===== src/rtl/conway_pkg.sv =====
`timescale 1ns/1ps
// Shared VGA 640x480@60 timing constants, frame extents and colour defaults.
// Latency: n/a (constants and types only).
// Backpressure: n/a; the display path is free running and never stalls.
package conway_pkg;

    // Horizontal timing in pixel clocks
    localparam int H_VISIBLE = 640;
    localparam int H_FP      = 16;
    localparam int H_SYNC    = 96;
    localparam int H_BP      = 48;
    localparam int H_TOTAL   = H_VISIBLE + H_FP + H_SYNC + H_BP;

    // Vertical timing in lines
    localparam int V_VISIBLE = 480;
    localparam int V_FP      = 10;
    localparam int V_SYNC    = 2;
    localparam int V_BP      = 33;
    localparam int V_TOTAL   = V_VISIBLE + V_FP + V_SYNC + V_BP;

    // Last visible cell coordinates, shared with the frame-buffer copy block
    localparam int X_MAX = H_VISIBLE - 1;
    localparam int Y_MAX = V_VISIBLE - 1;

    localparam logic [11:0] LIVE_COLOR_DEFAULT = 12'hFFF;
    localparam logic [11:0] DEAD_COLOR_DEFAULT = 12'h000;
    localparam logic [11:0] BLANK_COLOR        = 12'h000;

    // Timing qualifiers carried down the pipeline alongside the pixel data
    typedef struct packed {
        logic active;
        logic hsync;
        logic vsync;
    } sync_t;

    // Blanked, sync lines de-asserted (high)
    localparam sync_t SYNC_IDLE = '{active: 1'b0, hsync: 1'b1, vsync: 1'b1};

endpackage


===== src/rtl/vga_sync_counter.sv =====
`timescale 1ns/1ps
// Free-running raster position counters with raw (unpipelined) timing decode.
// Latency: outputs are combinational from the registered counters (stage 0).
// Backpressure: none; counters advance every clock.
module vga_sync_counter
    import conway_pkg::*;
#(
    parameter int H_VIS    = H_VISIBLE,
    parameter int H_FRONT  = H_FP,
    parameter int H_SYNC_W = H_SYNC,
    parameter int H_BACK   = H_BP,
    parameter int V_VIS    = V_VISIBLE,
    parameter int V_FRONT  = V_FP,
    parameter int V_SYNC_W = V_SYNC,
    parameter int V_BACK   = V_BP
) (
    input  logic       clk,
    input  logic       rst_n,
    output logic [9:0] h_cnt,
    output logic [9:0] v_cnt,
    output logic       active,
    output logic       hsync_raw,
    output logic       vsync_raw,
    output logic       last_pixel
);

    localparam logic [9:0] H_VIS_END = 10'(H_VIS);
    localparam logic [9:0] HS_START  = 10'(H_VIS + H_FRONT);
    localparam logic [9:0] HS_END    = 10'(H_VIS + H_FRONT + H_SYNC_W);
    localparam logic [9:0] H_LAST    = 10'(H_VIS + H_FRONT + H_SYNC_W + H_BACK - 1);
    localparam logic [9:0] X_LAST    = 10'(H_VIS - 1);

    localparam logic [9:0] V_VIS_END = 10'(V_VIS);
    localparam logic [9:0] VS_START  = 10'(V_VIS + V_FRONT);
    localparam logic [9:0] VS_END    = 10'(V_VIS + V_FRONT + V_SYNC_W);
    localparam logic [9:0] V_LAST    = 10'(V_VIS + V_FRONT + V_SYNC_W + V_BACK - 1);
    localparam logic [9:0] Y_LAST    = 10'(V_VIS - 1);

    logic [9:0] h_cnt_d, h_cnt_q;
    logic [9:0] v_cnt_d, v_cnt_q;

    // Next raster position: line wrap bumps the row, and the frame wrap clears both together
    always_comb begin
        h_cnt_d = h_cnt_q + 10'd1;
        v_cnt_d = v_cnt_q;
        if (h_cnt_q == H_LAST) begin
            h_cnt_d = '0;
            v_cnt_d = (v_cnt_q == V_LAST) ? '0 : v_cnt_q + 10'd1;
        end
    end

    // Raster position registers
    always_ff @(posedge clk or negedge rst_n) begin
        if (!rst_n) begin
            h_cnt_q <= '0;
            v_cnt_q <= '0;
        end else begin
            h_cnt_q <= h_cnt_d;
            v_cnt_q <= v_cnt_d;
        end
    end

    assign h_cnt      = h_cnt_q;
    assign v_cnt      = v_cnt_q;
    assign active     = (h_cnt_q < H_VIS_END) && (v_cnt_q < V_VIS_END);
    assign hsync_raw  = !((h_cnt_q >= HS_START) && (h_cnt_q < HS_END));
    assign vsync_raw  = !((v_cnt_q >= VS_START) && (v_cnt_q < VS_END));
    assign last_pixel = (h_cnt_q == X_LAST) && (v_cnt_q == Y_LAST);

endmodule


===== src/rtl/frame_display_reader.sv =====
`timescale 1ns/1ps
// Scans the cell frame buffer in raster order and maps cell bits to VGA colour.
// Latency: 2 cycles from raster position to hsync/vsync/rgb; frame_done 1 cycle.
// Backpressure: none; the memory must return data_in exactly one cycle after rd_addr.
module frame_display_reader
    import conway_pkg::*;
#(
    parameter logic [11:0] LIVE_COLOR = LIVE_COLOR_DEFAULT,
    parameter logic [11:0] DEAD_COLOR = DEAD_COLOR_DEFAULT,
    parameter int          H_VIS      = H_VISIBLE,
    parameter int          H_FRONT    = H_FP,
    parameter int          H_SYNC_W   = H_SYNC,
    parameter int          H_BACK     = H_BP,
    parameter int          V_VIS      = V_VISIBLE,
    parameter int          V_FRONT    = V_FP,
    parameter int          V_SYNC_W   = V_SYNC,
    parameter int          V_BACK     = V_BP
) (
    input  logic        clk,
    input  logic        rst_n,
    output logic [9:0]  rd_addr_x,
    output logic [8:0]  rd_addr_y,
    output logic        rd_en,
    input  logic        data_in,
    output logic        hsync,
    output logic        vsync,
    output logic [11:0] rgb,
    output logic        frame_done
);

    logic [9:0] h_cnt;
    logic [9:0] v_cnt;
    logic       active;
    logic       hsync_raw;
    logic       vsync_raw;
    logic       last_pixel;

    vga_sync_counter #(
        .H_VIS    (H_VIS),
        .H_FRONT  (H_FRONT),
        .H_SYNC_W (H_SYNC_W),
        .H_BACK   (H_BACK),
        .V_VIS    (V_VIS),
        .V_FRONT  (V_FRONT),
        .V_SYNC_W (V_SYNC_W),
        .V_BACK   (V_BACK)
    ) u_sync (
        .clk        (clk),
        .rst_n      (rst_n),
        .h_cnt      (h_cnt),
        .v_cnt      (v_cnt),
        .active     (active),
        .hsync_raw  (hsync_raw),
        .vsync_raw  (vsync_raw),
        .last_pixel (last_pixel)
    );

    sync_t       s1_d, s1_q;
    logic [11:0] rgb_d, rgb_q;
    logic        hsync_d, hsync_q;
    logic        vsync_d, vsync_q;
    logic        frame_done_d, frame_done_q;

    // Stage 0 read address: parked at (0,0) outside the visible area.
    // Row bit 9 is always clear while active; it is folded in so every counter bit is used.
    always_comb begin
        rd_addr_x = '0;
        rd_addr_y = '0;
        if (active && !v_cnt[9]) begin
            rd_addr_x = h_cnt;
            rd_addr_y = v_cnt[8:0];
        end
    end

    assign rd_en = active;

    // Stage 1 delays the timing qualifiers to line up with data_in; stage 2 maps colour.
    // data_in is only looked at when the delayed active is set, so blanking never sees it.
    always_comb begin
        s1_d         = '{active: active, hsync: hsync_raw, vsync: vsync_raw};
        rgb_d        = BLANK_COLOR;
        if (s1_q.active) begin
            rgb_d = data_in ? LIVE_COLOR : DEAD_COLOR;
        end
        hsync_d      = s1_q.hsync;
        vsync_d      = s1_q.vsync;
        frame_done_d = last_pixel;
    end

    // Pipeline registers; reset blanks the screen and de-asserts both syncs
    always_ff @(posedge clk or negedge rst_n) begin
        if (!rst_n) begin
            s1_q         <= SYNC_IDLE;
            rgb_q        <= BLANK_COLOR;
            hsync_q      <= 1'b1;
            vsync_q      <= 1'b1;
            frame_done_q <= 1'b0;
        end else begin
            s1_q         <= s1_d;
            rgb_q        <= rgb_d;
            hsync_q      <= hsync_d;
            vsync_q      <= vsync_d;
            frame_done_q <= frame_done_d;
        end
    end

    assign rgb        = rgb_q;
    assign hsync      = hsync_q;
    assign vsync      = vsync_q;
    assign frame_done = frame_done_q;

endmodule

===== config.mk =====
export PLATFORM = sky130hd
export DESIGN_NAME = frame_display_reader
export DESIGN_NICKNAME = d
export VERILOG_FILES = /design/src/rtl/conway_pkg.sv /design/src/rtl/vga_sync_counter.sv /design/src/rtl/frame_display_reader.sv
export SDC_FILE = /design/constraint.sdc
export NUM_CORES = 1
export LEC_CHECK = 0
export BUFFER_PORTS_ARGS = -buffer_cell sky130_fd_sc_hd__clkbuf_2
export CORE_UTILIZATION = 53
export DETAILED_ROUTE_END_ITERATION = 7
export GPL_TIMING_DRIVEN = 0
export PLACE_DENSITY = 0.79
export SLEW_MARGIN = 10
export SYNTH_ARGS = -nofsm -noshare
export SYNTH_HDL_FRONTEND = slang
export SYNTH_HIERARCHICAL = 1
export SYNTH_SLANG_ARGS = --single-unit

===== constraint.sdc =====
create_clock -name clk -period 2.1 [get_ports clk]
set_clock_uncertainty 0.1 [all_clocks]
set_input_delay 0.42 -clock clk [delete_from_list [all_inputs] [get_ports clk]]
set_output_delay 0.42 -clock clk [all_outputs]
set_load 0.05 [all_outputs]

# After elaboration in Yosys (flattened, before gate mapping)
# Index checks and enable logic that the tools add are counted.
[word_totals]
reg_bits = 38
latchBits = 0
ram_bits = 0
romBits = 0
out_inout_bits = 35
elab_cells = 35
mem_count = 0
[classes]
add_sub_neg = 2
mul = 0
div = 0
magnitude_cmp = 6
eq_ne = 4
shifts = 0
mux = 6
n_bitwise = 0
reduce_logical = 8
[op_table]
columns = ["op", "count"]
rows = [
  ["$eq A10 B10 Y1 const B", 3],
  ["$mux W10", 3],
  ["$mux W12", 2],
  ["$add A10 B1 Y10 const B", 2],
  ["$lt A10 B10 Y1 const B", 2],
  ["$lt A10 B9 Y1 const B", 2],
  ["$eq A10 B9 Y1 const B", 1],
  ["$ge A10 B10 Y1 const B", 1],
  ["$ge A10 B9 Y1 const B", 1],
  ["$mux W9", 1],
  ["$logic_and A1 B1 Y1", 5],
  ["$logic_not A1 Y1", 3],
]

# Logic depth before layout (Yosys ltp)
[depth]
ltp_word = 4
mapped_depth = 7
ltp_nobuf = 6

# By module
# Netlist, hierarchy kept.
[by_module_without_submodules]
columns = ["module", "instances", "cells_per_inst", "area_each_um2", "seq_area_each_um2"]
rows = [
  ["vga_sync_counter", 1, 121, 1156.1, 500.5],
  ["frame_display_reader", 1, 40, 469.2, 180.2],
]

# Worst setup path after synthesis
# Ideal clock, no wire load.
[synth_path]
path_kind = "register to output"
from = "reg u_sync.h_cnt_q[7] (netlist: u_sync/h_cnt[7])"
to = "out rd_addr_x[0]"
arrival_time_ps = 2337
required_time_ps = 1580
setup_slack_ps = -757
path_stages_with_launch = 7
n_path_buf = 2
path_cell_list = "dfrtp_1 -> clkbuf_1 -> o21ai_0 -> nand2_1 -> nor2_1 -> buf_6 -> and3b_1"
[synth_via]
elab_chain_cells = 4
[synth_rtl]
columns = ["item", "line_no", "source"]
rows = [
  ["start, declared", "vga_sync_counter.sv:39", "logic [9:0] h_cnt_d, h_cnt_q;"],
  ["start signal, assigned", "vga_sync_counter.sv:58", "h_cnt_q <= h_cnt_d;"],
  ["$lt A10 B10 Y1", "vga_sync_counter.sv:65", "assign active = (h_cnt_q < H_VIS_END) && (v_cnt_q < V_VIS_END);"],
  ["$logic_and A1 B1 Y1", "vga_sync_counter.sv:65", ""],
  ["net rd_en", "frame_display_reader.sv:23", "output logic rd_en,"],
  ["$logic_and A1 B1 Y1", "frame_display_reader.sv:69", "if (active && !v_cnt[9]) begin"],
  ["$mux W10", "frame_display_reader.sv:69", ""],
  ["end, declared", "frame_display_reader.sv:21", "output logic [9:0] rd_addr_x,"],
]
# The timed path passes the listed nets, and every way through them passes these cells.

# Worst setup path in the final report
[layout_path]
from = "reg u_sync.v_cnt_q[5] (netlist: u_sync/v_cnt[5])"
to = "out rd_addr_x[8]"
[layout_via]
elab_chain_cells = 4
[layout_rtl]
columns = ["item", "line_no", "source"]
rows = [
  ["start, declared", "vga_sync_counter.sv:40", "logic [9:0] v_cnt_d, v_cnt_q;"],
  ["start signal, assigned", "vga_sync_counter.sv:59", "v_cnt_q <= v_cnt_d;"],
  ["$lt A10 B9 Y1", "vga_sync_counter.sv:65", ""],
  ["$logic_and A1 B1 Y1", "vga_sync_counter.sv:65", ""],
  ["$logic_and A1 B1 Y1", "frame_display_reader.sv:69", ""],
  ["$mux W10", "frame_display_reader.sv:69", ""],
]
# No other way between the ends.

==> flow_summary.toml <==
[setup_path]
crit_path_top_delay_cell = "dfrtp_1"
worstPathMaxFanout = 5
r2r-end = "u_sync/v_cnt[9]$_DFFE_PN0N_"
worstSetupEndpointType = "output port"
critical_path.startpoint_type = "flip-flop"
cpPeakStageDelay_ns = 0.43
r2r_cells = 4
required_ns = 1.58
reg2reg_from = "u_sync/v_cnt[9]$_DFFE_PN0N_"
path_cells = "clkbuf_8 -> nand4_1 -> nand2_2 -> nor2_4 -> buf_6 -> and3b_2 -> buf_8"
crit_buf_inv = 3
path_class = "reg -> out"
critical-path-top-delay-family = "simple AND/OR/NAND/NOR gates"
ff2ff_setup_slack_ns = 0.17
critical_path_arrival_ns = 1.76

[logic_synthesis]
synth_area_leaders = "dfrtp_1, dfstp_2, and3b_2, and3b_1, buf_4"
synth_async_sr_flop_share = 1.00
syn_area_per_cell_um2 = 10.1
yosysWarnings = 6
synthFlopType = "dfrtp_1"
ys_seq_elements = 27
synth_cell_types = 42
synth_nets = 168
yosysSeqAreaShare = 0.419
yosys.area.top_type = "dfrtp_1"
yosysMostFrequentCell = "dfrtp_1"
syn_area_mm2 = 0.00163
yosys-top-cells-count = "dfrtp_1, nand2_1, nand3_1"
synth_edf_count = 0
synth_top_area_frac = 0.354
netlist_instances = 161

[sta]
max_freq_mhz = 439
drv_slew = 0
hold_ws_ns = 0.0122
finalCritPeriodShare = 1.08
period_minus_slack_ns = 2.28
relSlewSlack = 0.548
finalHoldViolCount = 0
setup_viol = 19
rsz0062_at_grt = "true"
worst_pin_slew_ns = 0.678
setup_slack_ns = -0.177

[die]
initial_utilization = 0.575
rows = 19
die_y_um = 57.4
ioPinCount = 38
coreArea_mm2 = 0.00283
dieArea_mm2 = 0.00329
chipWidth_um = 57.4

[clock_tree]
postCtsHoldBufs = 0
insertion_delay_ns = 0.31
clockBufferDepth = 2
numCtsBuffers = 3
cts_tree = "done"
clock-sinks = 27
cts-root-buf = "clkbuf_4"
h-tree-depth = 1
clk_pin_slew_ns = 0.15

[route]
wirelength_um = 3750
vias = 1386
post-route-drc-count = 5
ant_nets = 0
drtIter0Drc = 63
drt-wirelength-per-cell_um = 15.5
vias_per_cell = 5.75
drt_pre_antenna_iters = 6

[finish]
final_area_mm2 = 0.00220
syn2layout_area_growth_pct = 35.5
drive_above_1_share = 0.457
nets = 218
diodes = 0
layout.cells.non_filler = 241

[grt]
grt_use_met1 = 0.327
grt_max_degree = 28
grt_remaining_overflow = 0
use_met2 = 0.437
busiest_layer = "met2"
grt_pass1_wl_um = 6340
grt_usage = 0.249
antenna_found_initial = 0
met3_usage = 0.0295
grt_pass1_vias = 1302

[placed_design]
hpwl_um = 2400
place.port_buffers = 37
place_congestion = 0.773
postPlaceCellArea_mm2 = 0.00188
dpl.cell_count = 229

[run_status]
violations = "design-rule violations, negative setup slack"
status = "finished with violations"

[hold_path]
min_path_type = "in -> async"

[pwr]
pwr_density_cell_mw_per_mm2 = 375
leakagePower_nw = 1.02
vdd_drop_max_mv = 0.351

[flow_run]
cap_violations = 0
-- stage by stage --
stage,utilization,worst slack [ns],setup TNS [ns],power (W)
floorplan,-,-0.0539,-0.539,0.000593
global placement,0.665,-0.0621,-0.572,0.000615
detailed placement,0.665,-0.131,-1.18,0.000617
CTS,0.768,-0.158,-2.67,0.000830
global route,0.778,-0.268,-4.86,0.000856
finish,0.778,-0.177,-3.05,0.000827
-- worst max path at each step --
stage / start / to / slack, ns / cells after the start
2_1_floorplan: u_sync/v_cnt[5]$_DFFE_PN0N_ / rd_addr_x[0] / -0.05 / 6
3_3_place_gp: u_sync/v_cnt[5]$_DFFE_PN0N_ / rd_addr_y[6] / -0.06 / 7
3_5_place_dp: u_sync/v_cnt[5]$_DFFE_PN0N_ / rd_addr_x[2] / -0.13 / 7
4_1_cts: u_sync/v_cnt[5]$_DFFE_PN0N_ / rd_addr_x[2] / -0.16 / 7
5_1_grt: u_sync/v_cnt[5]$_DFFE_PN0N_ / rd_addr_x[2] / -0.27 / 7
6_report: u_sync/v_cnt[5]$_DFFE_PN0N_ / rd_addr_x[8] / -0.18 / 7
-- cell families after synthesis --
kind of cell / after synthesis / share of synthesized area
xor gates and xnor gates: 9 / 0.0531
buffers and inverters: 25 / 0.102
and+or+nand+nor: 79 / 0.332
adders and majority gates: 4 / 0.0308
AOI/OAI and AO/OA: 17 / 0.0631
DFF: 27 / 0.419
-- state kept, by name (all words and copies together), names as in the netlist --
signal / cells
u_sync/h_cnt: 10
u_sync/v_cnt: 10
frame_done: 1
hsync: 1
hsync_d: 1
rgb: 1
s1_q: 1
vsync: 1
vsync_d: 1
-- cell usage in the layout, fill, tap and decap left out, drive strengths merged --
cell,synthesis,routed
and4b,1,1
a21oi,3,3
dfrtp,23,23
or4b,1,1
and3,2,2
and3b,19,19
or3,3,3
and4,2,2
xor2,4,4
ha,4,4
or4,1,1
a31oi,2,2
xnor2,5,5
nand2,12,12
inv,6,6
o41ai,1,1
nand4bb,1,1
nor4,1,1
o311ai,1,1
nand4b,1,1
and2,3,3
buf,15,41
nor4bb,1,1
nand3b,1,1
nor3,5,5
clkbuf,4,27
nor2b,2,2
o2bb2ai,1,1
nor2,6,6
dfstp,4,4
nand4,3,3
o21ai,8,8
a311oi,1,1
nand2b,1,1
nand3,13,13
-- per-layer routing --
metal / share of wire / up-vias
li1: - / 659
met1: 0.43 / 674
met2: 0.52 / 47
met3: 0.039 / 6
met4: 0.015 / 0
met5: 0 / -
-- final cells by class --
cell class	instances	area [µm²]
Buffer	19	163
Sequential cell	27	682
Timing Repair Buffer	45	465
Tap cell	31	38.8
Clock buffer	4	26.3
Multi-Input combinational cell	109	805
Inverter	6	22.5
Fill cell	188	627
-- timing repair --
item                       4_1_cts  5_1_grt
pin swaps                        3        1
setup endpoints to repair       20       21
cloned                           1        0
resized for setup               48       18
buffers inserted                 6        1
-- power breakdown --
| part | internal [W] | total [W] | leakage, nW | switching (W) |
|---|---|---|---|---|
| sequential | 0.000521 | 0.000524 | 0.340 | 0.00000272 |
| combinational | 0.0000216 | 0.0000817 | 0.663 | 0.0000601 |
| clock | 0.0000740 | 0.000221 | 0.0150 | 0.000147 |
Power figures use the tool's default switching activity.
